==> config.mk <==
export PLATFORM = sky130hd
export DESIGN_NAME = div_share_sched
export DESIGN_NICKNAME = d
export VERILOG_FILES = /design/src/rtl/div_share_pkg.sv /design/src/rtl/div_seq_core.sv /design/src/rtl/div_share_sched.sv
export SDC_FILE = /design/constraint.sdc
export NUM_CORES = 1
export LEC_CHECK = 0
export ABC_AREA = 1
export BUFFER_PORTS_ARGS = -buffer_cell sky130_fd_sc_hd__buf_2
export CORE_MARGIN = 2
export CORE_UTILIZATION = 30
export DETAILED_ROUTE_END_ITERATION = 12
export PLACE_DENSITY = 0.61
export SKIP_LAST_GASP = 1
export SYNTH_ARGS = -nofsm -noshare
export SYNTH_HDL_FRONTEND = slang
export SYNTH_HIERARCHICAL = 1
export SYNTH_SLANG_ARGS = --single-unit
export TNS_END_PERCENT = 30
==> constraint.sdc <==
create_clock -name Clk -period 8 [get_ports Clk]
set_input_delay 1.6 -clock Clk [delete_from_list [all_inputs] [get_ports Clk]]
set_output_delay 1.6 -clock Clk [all_outputs]
set_load 0.05 [all_outputs]
==> src/rtl/div_share_pkg.sv <==
// Shared types and helpers for the shared-divider scheduler.
package div_share_pkg;

    localparam int DEF_DATAWIDTH = 64;

    typedef enum logic [1:0] {IDLE, RUN, DONE} state_t;

    // Ceiling log2, never below 1 so single-bit counters stay legal.
    function automatic int clog2(input int v);
        int r;
        r = 1;
        while ((1 << r) < v) r++;
        return r;
    endfunction

endpackage

==> src/rtl/div_seq_core.sv <==
// Restoring unsigned divider, one quotient bit per clock, MSB first.
module div_seq_core
    import div_share_pkg::*;
#(
    parameter int DATAWIDTH = DEF_DATAWIDTH
) (
    input  logic                 Clk,
    input  logic                 Rst,
    input  logic                 start,
    input  logic [DATAWIDTH-1:0] dividend,
    input  logic [DATAWIDTH-1:0] divisor,
    output logic                 done,
    output logic [DATAWIDTH-1:0] quot,
    output logic [DATAWIDTH-1:0] rem
);

    localparam int CW = clog2(DATAWIDTH);

    // a_q shifts the dividend out at the top while quotient bits enter at the bottom
    logic [DATAWIDTH-1:0] a_q, b_q, r_q;
    logic [CW-1:0]        cnt_q;
    logic                 run_q;
    logic [DATAWIDTH:0]   trial, diff;

    assign trial = {r_q, a_q[DATAWIDTH-1]};
    assign diff  = trial - {1'b0, b_q};
    assign done  = run_q && (cnt_q == CW'(DATAWIDTH - 1));
    assign quot  = a_q;
    assign rem   = r_q;

    always_ff @(posedge Clk) begin
        if (Rst) begin
            a_q   <= '0;
            b_q   <= '0;
            r_q   <= '0;
            cnt_q <= '0;
            run_q <= 1'b0;
        end else if (start) begin
            a_q   <= dividend;
            b_q   <= divisor;
            r_q   <= '0;
            cnt_q <= '0;
            run_q <= (divisor != '0);
        end else if (run_q) begin
            if (!diff[DATAWIDTH]) begin
                r_q <= diff[DATAWIDTH-1:0];
                a_q <= {a_q[DATAWIDTH-2:0], 1'b1};
            end else begin
                r_q <= trial[DATAWIDTH-1:0];
                a_q <= {a_q[DATAWIDTH-2:0], 1'b0};
            end
            cnt_q <= cnt_q + 1'b1;
            if (done) run_q <= 1'b0;
        end
    end

endmodule

==> src/rtl/div_share_sched.sv <==
// Round-robin scheduler sharing one iterative divider among NREQ requesters.
module div_share_sched
    import div_share_pkg::*;
#(
    parameter int NREQ      = 3,
    parameter int DATAWIDTH = DEF_DATAWIDTH
) (
    input  logic                      Clk,
    input  logic                      Rst,
    input  logic [NREQ-1:0]           Req,
    input  logic [NREQ*DATAWIDTH-1:0] Dividend,
    input  logic [NREQ*DATAWIDTH-1:0] Divisor,
    output logic [NREQ-1:0]           Gnt,
    output logic [NREQ-1:0]           Valid,
    output logic [DATAWIDTH-1:0]      Quot,
    output logic [DATAWIDTH-1:0]      Rem,
    output logic                      DivZero,
    output logic                      Busy
);

    localparam int PW = clog2(NREQ);

    state_t               state_q, state_d;
    logic [PW-1:0]        ptr_q, own_q, win, ptr_nxt;
    logic [PW:0]          win_sum;
    logic [2*NREQ-1:0]    rot;
    logic                 any, dz_q, start;
    logic [DATAWIDTH-1:0] cur_a, cur_b, core_quot, core_rem;
    logic                 core_done;

    // Rotate so bit 0 is the pointer position; first set bit wins.
    assign rot = {Req, Req} >> ptr_q;

    always_comb begin
        any     = 1'b0;
        win_sum = '0;
        for (int k = 0; k < NREQ; k++) begin
            if (!any && rot[k]) begin
                any     = 1'b1;
                win_sum = {1'b0, ptr_q} + (PW+1)'(k);
            end
        end
        if (win_sum >= (PW+1)'(NREQ)) win_sum = win_sum - (PW+1)'(NREQ);
    end

    assign win     = win_sum[PW-1:0];
    assign ptr_nxt = (win == PW'(NREQ - 1)) ? '0 : win + 1'b1;
    assign cur_a   = Dividend[win*DATAWIDTH +: DATAWIDTH];
    assign cur_b   = Divisor[win*DATAWIDTH +: DATAWIDTH];
    assign Busy    = (state_q != IDLE);

    always_comb begin
        state_d = state_q;
        start   = 1'b0;
        case (state_q)
            IDLE: if (any) begin
                start   = 1'b1;
                state_d = (cur_b == '0) ? DONE : RUN;
            end
            RUN:  if (core_done) state_d = DONE;
            DONE: state_d = IDLE;
            default: state_d = IDLE;
        endcase
    end

    always_ff @(posedge Clk) begin
        if (Rst) begin
            state_q <= IDLE;
            ptr_q   <= '0;
            own_q   <= '0;
            dz_q    <= 1'b0;
            Gnt     <= '0;
            Valid   <= '0;
            Quot    <= '0;
            Rem     <= '0;
            DivZero <= 1'b0;
        end else begin
            state_q <= state_d;
            Gnt     <= '0;
            Valid   <= '0;
            if (state_q == IDLE && any) begin
                Gnt   <= NREQ'(1) << win;
                ptr_q <= ptr_nxt;
                own_q <= win;
                dz_q  <= (cur_b == '0);
            end
            if (state_q == DONE) begin
                Valid   <= NREQ'(1) << own_q;
                DivZero <= dz_q;
                // On a zero divisor the core never iterates, so its quot still holds the dividend
                Quot    <= dz_q ? '1 : core_quot;
                Rem     <= dz_q ? core_quot : core_rem;
            end
        end
    end

    div_seq_core #(.DATAWIDTH(DATAWIDTH)) u_core (
        .Clk      (Clk),
        .Rst      (Rst),
        .start    (start),
        .dividend (cur_a),
        .divisor  (cur_b),
        .done     (core_done),
        .quot     (core_quot),
        .rem      (core_rem)
    );

endmodule

==> metrics.csv, run 1 <==
metric;value;unit
number of global-route vias before repair;25900;
Post-CTS Setup Bufs;0;
Synth Instances;4238;
post-synthesis cell area;0.0242;mm2
worst vdd ir;0.508;mV
wirelength, routed;109000;um
area grow syn2layout;18.6;%
Final setup viols;0;
via/cell ratio;4.93;
Synth top area share;0.282;
Yosys reg bits;341;
level count of the clock H-tree;2;
diodes inserted;0;
# hold bufs at CTS;0;
Hold Path Depth;1;
Tmin final;6050;ps
die area;0.0831;mm2
detailed-route wire length per cell;19.1;um
DP HPWL;87100;um
initial antenna violation count;4;
total power;12.0;mW
Reg2Reg Launch Point;ptr_q[1];
Initial DRC Count;2943;
TNS Setup;0;ps
share of layout cells above drive strength 1;0.146;
row cnt;104;
Crit Path Class;input port to register;
CTS tree;built;
Critical Path End Type;register;
RSZ-0062 raised after global routing;no;
DR DRC count;0;
synth top area cells;dfxtp_1 28%, nand2_1 21%, inv_1 11%, o21ai_0 7.7%, a21oi_1 6.4%;
Synth Flop Type;dfxtp_1;
Post-synth EDFFs;0;
first-pass GRT wire length;161000;um
Tcrit/Tclk final;0.756;
Die Span Y;288;um
pin slew with the least headroom to its limit;1010;ps
CP max FO;84;
Pins Over Slew Limit;0;
Pwr Density;419;mW/mm2
Root Driver;clkbuf_16;
final core utilization;0.358;
Clock Tree Buf Depth;3;
final hold vios;0;
post-CTS resize count;0;
Critical Path AT;6460;ps
grt total ovfl;0;
Yosys cell types;44;
layout net count;5076;
Hold Startpoint;own_q[1];
Worst Setup SP;Req[0];
Max Fclk;165;MHz
Worst Path Required;8410;ps
crit start category;input port;
num ports;525;
post-synthesis async set-or-reset flop share;0;
largest net degree at the start of global routing;89;
design area;0.0287;mm2
area leader, netlist;dfxtp_1;
Mean Syn Cell Area;5.72;um2
Static Leakage;15.3;nW
post-place instance area;0.0275;mm2
max_cap viols;0;
Clk Latency, worst-skew pair;570;ps
total core area;0.0803;mm2
Num CTS Buffers;38;
GRT Total Usage;0.255;
Hold/Removal Path Class;register to register;
Synth Net Count;4695;
Max Clock Skew;30.6;ps
Pre-antenna DRT Iters;6;
vias;28100;
Clock transition at path regs;60;ps
Register-to-Register Path Depth;24;
initial core utilization;0.302;
Slew HR;0.327;
die width;288;um
sequential element share of the synthesized area;0.282;
clock sinks;341;
status;finished, final reports clean;
GP Congestion;1.03;
antenna-violating nets left;0;
I/O Buffers;524;
synthesis warning total;6;
## flip-flops by register name, summed over array words and instances (netlist names)
signal	cells
DivZero	1
Gnt	3
Quot	64
Rem	64
Valid	3
dz_q	1
own_q	2
ptr_q	2
state_q	2
u_core/b_q	64
u_core/cnt_q	6
u_core/quot	64
u_core/rem	64
u_core/run_q	1
## path summary, 6_finish.rpt
| kind | end | slack [ps] |
|---|---|---|
| setup / recovery | u_core/run_q | 1950 |
| hold / removal | Valid[1] | 450 |
| setup reg to reg | u_core/run_q | 2570 |
| hold reg to reg | Valid[1] | 450 |
## cell usage in the layout, fill, tap and decap left out, types with 22 or more instances in the layout
cell type	n
o21ai_1	29
nand4_1	26
clkbuf_16	39
nor2_1	315
inv_1	725
o21ai_0	374
nand2_1	1353
nand3_1	275
xor2_1	22
buf_4	23
nand3b_1	55
buf_2	524
dfxtp_1	339
a21oi_1	310
ha_1	67
## kinds of logic (layout without fill, tap and decap cells)
kind of cell / after synthesis / in the layout / share of synthesized area
AOI/OAI and AO/OA: 741 / 741 / 0.157
buffers and inverters: 951 / 1359 / 0.153
adders and majority gates: 68 / 68 / 0.0354
DFF: 341 / 341 / 0.282
xor gates and xnor gates: 31 / 31 / 0.0112
and+or+nand+nor: 2106 / 2106 / 0.362
## per-stage QoR
stage,cells,hold slack (ps),setup slack (ps)
after global routing,5706,472,1490
final,5706,453,1950
after global placement,5639,436,1480
after detailed placement,5639,442,1450
after floorplan,4238,422,3790
after CTS,5706,450,2030
## cell usage after synthesis, types with 2 or more instances
cell type,number
buf_4,3
nor2_2,9
nand2_1,1355
nor2_1,317
and2_1,2
nor4_1,14
o21ai_1,29
inv_1,729
nand3_1,275
o221ai_1,7
xor2_1,22
xnor2_1,9
nand4_1,26
a22oi_1,2
nor3b_1,4
nand2_4,4
a21oi_1,310
a31oi_1,2
clkbuf_1,135
buf_2,32
o211ai_1,3
dfxtp_1,341
a21oi_2,7
o22ai_1,2
a31o_2,3
o21ai_0,374
nand3_2,3
nor3_1,18
ha_1,67
nor2_4,4
nand2_2,15
inv_2,15
buf_6,12
nand3b_1,55
buf_1,24
## worst max-delay path, cell delays in order
cell	delay, ps
buf_2	120
inv_1	70
nand2_1	60
nand3_2	110
nand2_2	90
nor2_2	130
nand2_1	80
nand3_2	110
inv_2	50
ha_1	180
inv_1	60
nand2_1	60
nor2_2	150
nand2_2	110
nand2_4	490
nand2_4	630
inv_2	660
nor2_8	220
nand2_1	150
o21ai_1	170
inv_1	120
nand4_1	100
nor4_1	410
nand2_1	90
o31ai_1	270
a21oi_1	120
## per-layer routing
layer  up-vias  track usage  wire (um)
met3       161       0.0330       8640
met1     12800        0.362      49500
met2      1233        0.398      47100
met4         4       0.0823       3680
li1      13900            -          -
met5         -            0         27
## final cells by class
| class | instances | area (um2) |
|---|---|---|
| flip-flops and latches | 341 | 6830 |
| multi-input cells | 2946 | 13700 |
| repair buffers | 547 | 2800 |
| inverters | 745 | 2800 |
| well taps | 1060 | 1330 |
| clock inverters | 12 | 150 |
| clock buffers | 55 | 1120 |
| fillers | 9005 | 51500 |
## power breakdown
group | internal (mW) | total [mW] | switching (mW)
Clock | 1.07 | 1.81 | 0.744
Sequential | 2.13 | 2.56 | 0.432
Combinational | 1.88 | 7.65 | 5.77
Total | 5.08 | 12.0 | 6.95
Power figures use the tool's default switching activity.
==> inputs of run 2 (changes only) <==
--- a/config.mk
+++ b/config.mk
@@ -10,7 +10,7 @@
 export CORE_MARGIN = 2
 export CORE_UTILIZATION = 30
 export DETAILED_ROUTE_END_ITERATION = 12
-export PLACE_DENSITY = 0.61
+export PLACE_DENSITY = 0.63
 export SKIP_LAST_GASP = 1
 export SYNTH_ARGS = -nofsm -noshare
 export SYNTH_HDL_FRONTEND = slang
==> constraint.sdc (replaced) <==
create_clock -name Clk -period 5.2 [get_ports Clk]
set_input_delay 1.04 -clock Clk [delete_from_list [all_inputs] [get_ports Clk]]
set_output_delay 1.04 -clock Clk [all_outputs]
set_load 0.05 [all_outputs]
==> run 2 against run 1 <==
Power increased by 58%. Utilization increased by 0.27 points. Clock power increased by 58%. Critical path depth decreased by 2. Worst setup slack got worse by 990 ps. Largest power group unchanged.
==> metrics.csv, run 2 (synthesized netlist as in run 1, its figures left out) <==
metric;value;unit;change
Crit path buffers/inverters;8;;was 6
Top Family by Delay on Critical Path;simple AND/OR/NAND/NOR gates;;unchanged
Die Span Y;288;um;unchanged
crit path cell chain;inv_2 > nand2_1 > nand3_2 > nand2_2 > inv_1 > nand3_2 > nand3_2 > inv_2 > ha_1 > inv_1 > nand2_1 > nor2_2 > nand2_2 > nand2_4 > nand2_4 > inv_2 > buf_12 > o21ai_0 > o21ai_0 > buf_4 > nand2_1 > o21ai_0 > o21ai_0 > inv_1;;
first-pass GRT wire length;167000;um;was 161000 um
layout net count;5092;;was 5076
commonest cells after routing, fill and taps aside;1353 x nand2_1, 725 x inv_1, 524 x buf_2, 374 x o21ai_0, 339 x dfxtp_1;;unchanged
slowest stage delay, CP;800;ps;was 660 ps
DP HPWL;92200;um;was 87100 um
clock sinks;341;;unchanged
Static Leakage;15.4;nW;was 15.3 nW
num ports;525;;unchanged
Clock Tree Buf Depth;3;;unchanged
detailed-route wire length per cell;20.0;um;was 19.1 um
Hold Startpoint;own_q[1];;unchanged
Reg2Reg Launch Point;ptr_q[0];;was ptr_q[1]
GRT Total Usage;0.267;;was 0.255
worst vdd ir;0.556;mV;was 0.508 mV
Worst Path Required;5660;ps;was 8410 ps
initial core utilization;0.302;;unchanged
DR DRC count;0;;unchanged
Crit Path Class;register to register;;was input port to register
total core area;0.0803;mm2;unchanged
Num CTS Buffers;40;;was 38
Hold/Removal Path Class;register to register;;unchanged
final hold vios;0;;unchanged
Pins Over Slew Limit;0;;unchanged
status;finished, final reports clean;;unchanged
die area;0.0831;mm2;unchanged
post-CTS resize count;0;;unchanged
initial antenna violation count;9;;was 4
RSZ-0062 raised after global routing;no;;unchanged
share of layout cells above drive strength 1;0.149;;was 0.146
crit start category;register;;was input port
I/O Buffers;524;;unchanged
pin slew with the least headroom to its limit;1030;ps;was 1010 ps
Pwr Density;657;mW/mm2;was 419 mW/mm2
Slew HR;0.312;;was 0.327
number of global-route vias before repair;26000;;was 25900
hold_ws;456;ps;was 453 ps
Tcrit/Tclk final;0.816;;
final core utilization;0.361;;was 0.358
Clk Latency, worst-skew pair;580;ps;was 570 ps
Worst Setup SP;ptr_q[0];;was Req[0]
max_cap viols;0;;unchanged
# hold bufs at CTS;0;;unchanged
vias;28200;;was 28100
via/cell ratio;4.93;;about the same
commonest non-fill, non-tap cell in the layout;nand2_1;;unchanged
wirelength, routed;115000;um;was 109000 um
area grow syn2layout;19.5;%;was 18.6%
CTS tree;built;;unchanged
total power;19.0;mW;was 12.0 mW
GP Congestion;1.01;;was 1.03
Pre-antenna DRT Iters;6;;unchanged
TNS Setup;0;ps;unchanged
Critical Path End Type;register;;unchanged
Final setup viols;0;;unchanged
Initial DRC Count;2528;;was 2943
Root Driver;clkbuf_16;;unchanged
Max stage delay cell, worst path;o21ai_0;;was inv_2
Clock transition at path regs;60;ps;about the same
Post-CTS Setup Bufs;0;;unchanged
Max Fclk;236;MHz;
level count of the clock H-tree;2;;unchanged
Critical Path AT;4700;ps;was 6460 ps
CP max FO;65;;was 84
Tmin final;4240;ps;
largest net degree at the start of global routing;100;;was 89
antenna-violating nets left;0;;unchanged
die width;288;um;unchanged
Max Clock Skew;40.0;ps;was 30.6 ps
grt total ovfl;0;;unchanged
crit-path most repeated cell;o21ai_0;;was nand2_1
row cnt;104;;unchanged
run 2: changes by cell type in the layout (fill, tap and decap cells not counted), moves of 2 or more:
cell       delta
clkbuf_8      -3
clkbuf_1      +2
clkinv_2      +4
buf_4         +9
diode_2       +2
buf_12        +5
clkbuf_16     +2
run 2: worst reg2reg max path: stages, from the launching register on:
cell,delay [ps]
dfxtp_1,530
inv_2,150
nand2_1,100
nand3_2,90
nand2_2,130
inv_1,60
nand3_2,100
nand3_2,110
inv_2,80
ha_1,140
inv_1,40
nand2_1,60
nor2_2,50
nand2_2,120
nand2_4,180
nand2_4,320
inv_2,140
buf_12,210
o21ai_0,820
o21ai_0,190
buf_4,180
nand2_1,60
o21ai_0,80
o21ai_0,150
inv_1,50
run 2: per-layer routing:
| metal | global-route usage | up-vias | wire length, um |
|---|---|---|---|
| met2 | 0.435 | 1172 | 51900 |
| met4 | 0.0658 | 8 | 2840 |
| met5 | 0 | - | 57 |
| met1 | 0.362 | 13000 | 50300 |
| li1 | - | 14000 | - |
| met3 | 0.0483 | 135 | 9530 |
run 2: area by class of cell:
| type | count | area, um2 |
|---|---|---|
| Fill cell | 9055 | 51300 |
| Clock buffer | 56 | 1130 |
| Antenna cell | 2 | 5.00 |
| Multi-Input combinational cell | 2946 | 13700 |
| Inverter | 745 | 2800 |
| Clock inverter | 17 | 180 |
| Tap cell | 1060 | 1330 |
| Sequential cell | 341 | 6830 |
| Timing Repair Buffer | 561 | 2960 |
run 2: worst paths after layout:
| kind | slack [ps] | to | cells after the start |
|---|---|---|---|
| worst min-delay path | 460 | Valid[1] | 1 |
| worst min register to register | 460 | Valid[1] | 1 |
| worst max register to register | 960 | u_core/quot[16] | 24 |
| worst max-delay path | 960 | u_core/quot[16] | 24 |
run 2: per-stage QoR:
stage	cells	instance area, um2	setup slack, ps
after floorplan	4238	24200	1550
after global routing	5726	29000	670
final	5728	29000	959
after global placement	5653	27600	527
after CTS	5726	29000	1060
after detailed placement	5653	27600	531
run 2: power breakdown:
group	leakage (nW)	total (mW)	switching, mW	internal (mW)
registers	2.78	3.93	0.650	3.28
logic	12.0	12.2	9.09	3.13
clock network	0.645	2.86	1.18	1.68
